==> src/rtl/rotate_square_pkg.sv <==
// Shared constants and types for the rotating-square display.
// Segment patterns are ordered {g,f,e,d,c,b,a} and are active-low.
package rotate_square_pkg;

    localparam logic [6:0] SQ_UPPER = 7'b0011100;
    localparam logic [6:0] SQ_LOWER = 7'b0100011;

    typedef logic [2:0] pos_t;

    // Digit index (3 = leftmost) showing the square for a given position.
    // The upper half runs right-to-left in index, the lower half left-to-right.
    function automatic logic [1:0] digit_of(input pos_t p);
        return p[2] ? p[1:0] : ~p[1:0];
    endfunction

endpackage

==> src/rtl/rotate_square_tick_gen.sv <==
// Free-running N-bit prescaler; pulses tick on the last count while enabled.
// The count freezes whenever en is low and resumes from the held value.
module tick_gen #(
    parameter int unsigned N = 4
) (
    input  logic clk,
    input  logic rst,
    input  logic en,
    output logic tick
);

    localparam logic [N-1:0] CNT_ONE = {{(N-1){1'b0}}, 1'b1};
    localparam logic [N-1:0] CNT_MAX = {N{1'b1}};

    logic [N-1:0] cnt_reg;
    logic [N-1:0] cnt_next;

    always_comb begin
        cnt_next = cnt_reg;
        if (en) begin
            cnt_next = cnt_reg + CNT_ONE;
        end
    end

    always_ff @(posedge clk) begin
        if (rst) begin
            cnt_reg <= '0;
        end else begin
            cnt_reg <= cnt_next;
        end
    end

    assign tick = en && (cnt_reg == CNT_MAX);

endmodule

==> src/rtl/rotate_square.sv <==
// Rotating square on a 4-digit 7-segment display: the square walks across the
// upper half of the digits, then back along the lower half, once per prescaler tick.
module rotate_square
    import rotate_square_pkg::*;
#(
    parameter int unsigned N = 4
) (
    input  logic       clk,
    input  logic       rst,
    input  logic       up,
    input  logic       en,
    output logic [3:0] an,
    output logic [6:0] sseg
);

    logic tick;
    pos_t pos_reg;
    pos_t pos_next;
    logic [1:0] digit;

    tick_gen #(
        .N(N)
    ) u_tick (
        .clk  (clk),
        .rst  (rst),
        .en   (en),
        .tick (tick)
    );

    // Direction is only looked at on the tick cycle itself.
    always_comb begin
        pos_next = pos_reg;
        if (tick) begin
            pos_next = up ? pos_reg + 3'd1 : pos_reg - 3'd1;
        end
    end

    always_ff @(posedge clk) begin
        if (rst) begin
            pos_reg <= '0;
        end else begin
            pos_reg <= pos_next;
        end
    end

    assign digit = digit_of(pos_reg);
    assign sseg  = pos_reg[2] ? SQ_LOWER : SQ_UPPER;

    for (genvar gi = 0; gi < 4; gi++) begin : g_an
        assign an[gi] = (digit != 2'(gi));
    end

endmodule

==> config.mk <==
export PLATFORM = sky130hd
export DESIGN_NAME = rotate_square
export DESIGN_NICKNAME = d
export VERILOG_FILES = /design/src/rtl/rotate_square_pkg.sv /design/src/rtl/rotate_square_tick_gen.sv /design/src/rtl/rotate_square.sv
export SDC_FILE = /design/constraint.sdc
export NUM_CORES = 1
export LEC_CHECK = 0
export CELL_PAD_IN_SITES_DETAIL_PLACEMENT = 1
export CELL_PAD_IN_SITES_GLOBAL_PLACEMENT = 1
export CORE_MARGIN = 3
export CORE_UTILIZATION = 28
export DETAILED_ROUTE_END_ITERATION = 6
export PLACE_DENSITY_LB_ADDON = 0.1
export SETUP_SLACK_MARGIN = 0.3
export SYNTH_ARGS = -nofsm -noshare
export SYNTH_HDL_FRONTEND = slang
export SYNTH_SLANG_ARGS = --single-unit
==> constraint.sdc <==
create_clock -name clk -period 2.8 [get_ports clk]
set_clock_uncertainty 0.1 [all_clocks]
set_input_delay 0.56 -clock clk [delete_from_list [all_inputs] [get_ports clk]]
set_output_delay 0.56 -clock clk [all_outputs]
set_load 0.02 [all_outputs]
======== After elaboration in Yosys (flattened, before gate mapping) ========
Cells that the tools add are included.
storage, ports and cells
  input bits .............................. 4
  register bits after elaboration ......... 7
  bits in writable memories ............... 0
  bits in read-only memories .............. 0
  word-level logic and storage cells ...... 15
  memories ................................ 0
  latch bits .............................. 0
cells by class
  bitwise operators ....................... 1
  reduce and logical (&&, ||, !) cells .... 2
  mux-type cells .......................... 3
  div/mod/pow operators ................... 0
  magnitude comparators ................... 0
  equal/unequal tests ..................... 4
  $add $sub $neg .......................... 3
  multiply operators ...................... 0
  shifts and indexed selects .............. 0
operators with widths
  kind                                                                 number
  6-bit two-way mux                                                    1
  4-bit by 1-bit adder with 4-bit output (second input constant)       1
  4-bit equality test (second input constant)                          1
  2-bit != test (second input constant)                                2
  3-bit by 1-bit adder with 3-bit output (second input constant)       1
  3-bit two-way mux                                                    1
  3-bit by 1-bit subtractor with 3-bit output (second input constant)  1
  2-bit two-way mux                                                    1
  2-bit by 1-bit != test with 1-bit output (second input constant)     1
  2-bit inverter                                                       1
  2-bit nonzero test                                                   1
  1-bit logical AND                                                    1

======== Longest topological paths before layout ========
  depth after elaboration ................. 3
  gate-level depth with buffers ........... 5
  depth with buffers taken out ............ 5

======== Hierarchy ========
A second synthesis with hierarchy kept.
unflattened totals
  cells, all modules ...................... 49
  area total of the unflattened synthesis .. 436.7 µm²
by module, submodules not included
  module         area each (µm²)  cells each  times used  seq. area each (µm²)
  rotate_square  247.7            32          1           60.1
  tick_gen       188.9            17          1           80.1

======== Worst setup path before layout ========
Ideal clock, no wire load.
  path kind ............................... input port to flip-flop
  start point ............................. in up
  end point ............................... reg pos_reg[2]
  slack ................................... 1.033 ns
  stages .................................. 5
  arrival time ............................ 1.597 ns
  data required time ...................... 2.630 ns
  path buffers ............................ 0
  cell sequence ........................... inv_1 -> fa_1 -> xor2_1 -> or3_1 -> a21oi_1
between the ends
  cells in the longest elaborated chain, start to end .. 1
RTL lines
  item                  line                 RTL
  from (decl)           rotate_square.sv:10  input logic up,
  3-bit two-way mux     rotate_square.sv:34  pos_next = up ? pos_reg + 3'd1 : pos_reg - 3'd1;
  to (signal assigned)  rotate_square.sv:42  pos_reg <= pos_next;
  to (decl)             rotate_square.sv:17  pos_t pos_reg;
No other way between the ends.
A chain may end at the register's enable or synchronous reset.

======== Worst setup path in the final report ========
  start point ............................. reg pos_reg[2]
  end point ............................... out an[2]
between the ends
  cells in the longest elaborated chain, start to end .. 2
RTL lines
  item               line                     RTL
  2-bit two-way mux  rotate_square_pkg.sv:13  return p[2] ? p[1:0] : ~p[1:0];
  2-bit != test      rotate_square.sv:50      assign an[gi] = (digit != 2'(gi));
  to (decl)          rotate_square.sv:12      output logic [3:0] an,
No other way between the ends.

==> impl_metrics.prom <==
# TYPE chip_impl_metric gauge
chip_impl_metric{name="n_antenna_cell",unit=""} 0
chip_impl_metric{name="die_w",unit="um"} 44.29
chip_impl_metric{name="pwr_density_cell",unit="nW/um^2"} 406.9
chip_impl_info{name="outcome",value="finished, final reports clean"} 1
chip_impl_metric{name="power.share.clock",unit="%"} 43.9
chip_impl_metric{name="finish.instance_area",unit="sq um"} 541.8
chip_impl_metric{name="first_pass_grt_wire_length",unit="um"} 1504
chip_impl_metric{name="placed_area",unit="sq um"} 514.2
chip_impl_info{name="cts_tree",value="done"} 1
chip_impl_metric{name="cts_htree_levels",unit=""} 1
chip_impl_metric{name="avgViaCountPerCell",unit=""} 4.784
chip_impl_metric{name="remaining_drc_errors",unit=""} 0
chip_impl_metric{name="die_area",unit="sq um"} 1961
chip_impl_metric{name="fin_util",unit="%"} 40.62
chip_impl_metric{name="gp_congestion",unit=""} 0.6595
chip_impl_metric{name="vias",unit=""} 354
chip_impl_metric{name="die-height",unit="um"} 44.29
chip_impl_metric{name="detail_route.first_pass.iterations",unit=""} 2
chip_impl_metric{name="fin_crit",unit="ps"} 2281
chip_impl_metric{name="power.share.combinational",unit="%"} 8.2
chip_impl_metric{name="cp_data_arrival_time",unit="ps"} 1620
chip_impl_metric{name="worst_ep_required_time",unit="ps"} 2140
chip_impl_metric{name="synth_area",unit="sq um"} 410.4
chip_impl_metric{name="worst_setup_hold_path_clk_slew",unit="ps"} 50
chip_impl_metric{name="io_pins",unit=""} 15
chip_impl_info{name="unrepaired_setup_endpoints_after_global_routing",value="false"} 1
chip_impl_metric{name="clock_tree.buffer_depth",unit=""} 2
chip_impl_metric{name="area.growth.synth_to_final",unit="%"} 32.01
chip_impl_info{name="hold_path.class",value="flip-flop to flip-flop"} 1
chip_impl_info{name="startpoint_type",value="flip-flop"} 1
chip_impl_metric{name="maxCapViolCount",unit=""} 0
chip_impl_metric{name="post_synthesis_register_bit_count",unit=""} 7
chip_impl_metric{name="cp_max_fo",unit=""} 10
chip_impl_metric{name="power.share.switching",unit="%"} 24.55
chip_impl_metric{name="clk-insertion-delay-late",unit="ps"} 260
chip_impl_metric{name="power.internal",unit="mW"} 0.1663
chip_impl_metric{name="number_of_routed_nets_with_antenna_violations",unit=""} 0
chip_impl_metric{name="ys_seq_area_share",unit="%"} 34.15
chip_impl_metric{name="io_buffers",unit=""} 13
chip_impl_metric{name="timing_hold_violations_final",unit=""} 0
chip_impl_metric{name="num-fill-cells",unit=""} 172
chip_impl_metric{name="fin_setup_tns",unit="ps"} 0
chip_impl_metric{name="finalNetCount",unit=""} 66
chip_impl_metric{name="ys.warnings.count",unit=""} 0
chip_impl_metric{name="syn-instance-count",unit=""} 48
chip_impl_metric{name="syn-mean-instance-area",unit="sq um"} 8.550
chip_impl_metric{name="cts-buffers-inserted",unit=""} 3
chip_impl_metric{name="finalHoldWorstSlack",unit="ps"} 442.0
chip_impl_metric{name="slew_violations",unit=""} 0
chip_impl_metric{name="initial_utilization",unit="%"} 30.77
chip_impl_metric{name="power_frac_seq",unit="%"} 47.9
chip_impl_metric{name="grt.total_usage",unit="%"} 11.19
chip_impl_metric{name="yosys.cell_types.count",unit=""} 18
chip_impl_info{name="worst-setup-path-type",value="flip-flop to output pin"} 1
chip_impl_metric{name="rows",unit=""} 13
chip_impl_metric{name="initialDrtViolationCount",unit=""} 1
chip_impl_metric{name="grt_start_max_net_pins",unit=""} 11
chip_impl_metric{name="cts_sinks",unit=""} 7
chip_impl_metric{name="grt_pass1_vias",unit=""} 355
chip_impl_metric{name="timing.final.crit_share",unit="%"} 81.47
chip_impl_metric{name="routed_wl",unit="um"} 901
chip_impl_metric{name="core_area",unit="sq um"} 1334
chip_impl_metric{name="timing.fmax",unit="GHz"} 0.4384
chip_impl_metric{name="finalSetupViolCount",unit=""} 0
chip_impl_metric{name="ir_drop",unit="mV"} 0.2115
chip_impl_metric{name="power.leakage",unit="nW"} 0.2332
chip_impl_metric{name="largest_register_ff_count",unit=""} 4
chip_impl_metric{name="cts_hold_buf",unit=""} 0
chip_impl_metric{name="drive_above_1_share",unit="%"} 8.475
chip_impl_metric{name="netSwitchingPower",unit="mW"} 0.05412
chip_impl_metric{name="global_route.overflow_total",unit=""} 0
chip_impl_info{name="cts-root-buf",value="clkbuf_4"} 1
chip_impl_metric{name="routed_wire_length_per_instance",unit="um"} 12.18
chip_impl_metric{name="dp_hpwl",unit="um"} 738
chip_impl_metric{name="mappedNetlistNets",unit=""} 54
chip_impl_info{name="element_type_at_the_critical_path_end",value="output pin"} 1
chip_impl_metric{name="antenna_found_initial",unit=""} 0
## final cells by class
| type | count | area, sq um | area share (%) |
|---|---|---|---|
| clock buffer | 4 | 26.28 | 4.850 |
| multi-input combinational | 33 | 217.7 | 40.18 |
| tap | 15 | 18.77 | 3.464 |
| sequential | 7 | 141.4 | 26.10 |
| timing repair buffer | 13 | 130.1 | 24.02 |
| inverter | 2 | 7.507 | 1.386 |
## routing by layer
layer,track usage (%),vias to the layer above,part of all wire [%]
li1,-,173,-
met1,10.32,164,37
met2,18.60,12,53
met3,4.065,5,6.5
met4,10.84,0,4.0
met5,0,-,0
## cells in the final DEF, fill, tap and decap left out, drive strengths merged
| cell | Yosys | routed |
|---|---|---|
| nor2 | 9 | 9 |
| inv | 2 | 2 |
| clkdlybuf4s50 | 0 | 13 |
| mux2i | 2 | 2 |
| ha | 1 | 1 |
| xnor2 | 1 | 1 |
| fa | 1 | 1 |
| clkbuf | 0 | 4 |
| nor3b | 2 | 2 |
| nand2 | 2 | 2 |
| nor2b | 1 | 1 |
| nand4 | 2 | 2 |
| conb | 1 | 1 |
| xor2 | 4 | 4 |
| dfxtp | 7 | 7 |
| a21oi | 5 | 5 |
| o21ai | 1 | 1 |
| or3 | 1 | 1 |
## Yosys cell counts
cell type  count  area, sq um
conb_1         1        3.750
xor2_1         4        35.03
buf_4          6        45.04
nand4_2        1        12.51
xnor2_1        1        8.760
o21ai_0        1        5.000
dfxtp_1        7        140.1
nand2_1        2        7.510
nor3b_1        2        15.01
inv_1          2        7.510
a21oi_1        5        25.02
fa_1           1        20.02
nor2b_1        1        6.260
nand4_1        1        6.260
mux2i_1        2        20.02
or3_1          1        6.260
ha_1           1        12.51
nor2_1         9        33.78
## path summary, 6_finish.rpt
kind / from / cells after the start / slack (ps) / to
worst min-delay path: u_tick.cnt_reg[3]$_SDFFE_PP0P_ / 2 / 440 / u_tick.cnt_reg[3]$_SDFFE_PP0P_
worst max-delay path: pos_reg[2]$_SDFFE_PP0P_ / 4 / 520 / an[2]
worst max register to register: pos_reg[0]$_SDFFE_PP0P_ / 4 / 1180 / pos_reg[2]$_SDFFE_PP0P_
worst min register to register: u_tick.cnt_reg[3]$_SDFFE_PP0P_ / 2 / 440 / u_tick.cnt_reg[3]$_SDFFE_PP0P_
## power groups by stage
stage | Clock, mW | Sequential [mW] | Combinational [mW]
CTS | 0.102 | 0.106 | 0.0183
global placement | 0 | 0.108 | 0.0163
floorplan | 0 | 0.107 | 0.00999
global route | 0.110 | 0.106 | 0.0202
detailed placement | 0 | 0.108 | 0.0183
finish | 0.0967 | 0.106 | 0.0180
## stage by stage
step                      cells  power, mW  worst slack (ps)
after floorplan              48     0.1171              1033
after global placement       70     0.1239             500.2
after detailed placement     70     0.1262             438.9
after CTS                    74     0.2260             367.4
after global routing         74     0.2356             404.5
final                        74     0.2205             518.8
## logic make-up after synthesis
group | synth area share (%)
XOR/XNOR | 10.67
buffers and inverters | 12.80
other | 0.9138
flip-flops | 34.15
AO/OA/AOI/OAI | 7.315
multiplexers | 4.878
AND/OR/NAND/NOR | 21.34
adder cells (fa/ha/maj) | 7.927
## critical path, cell delays in order, from the launching register on
cell             delay, ps
dfxtp_2                400
inv_1                  140
nor3b_1                220
a21oi_1                 60
clkdlybuf4s50_1        540
## what timing repair did
| action | 4_1_cts | 5_1_grt |
|---|---|---|
| buffers inserted | 0 | 0 |
| resized for setup | 0 | 1 |
| setup endpoints to repair | 0 | 1 |
No activity file was read; power rests on OpenSTA's default activity.
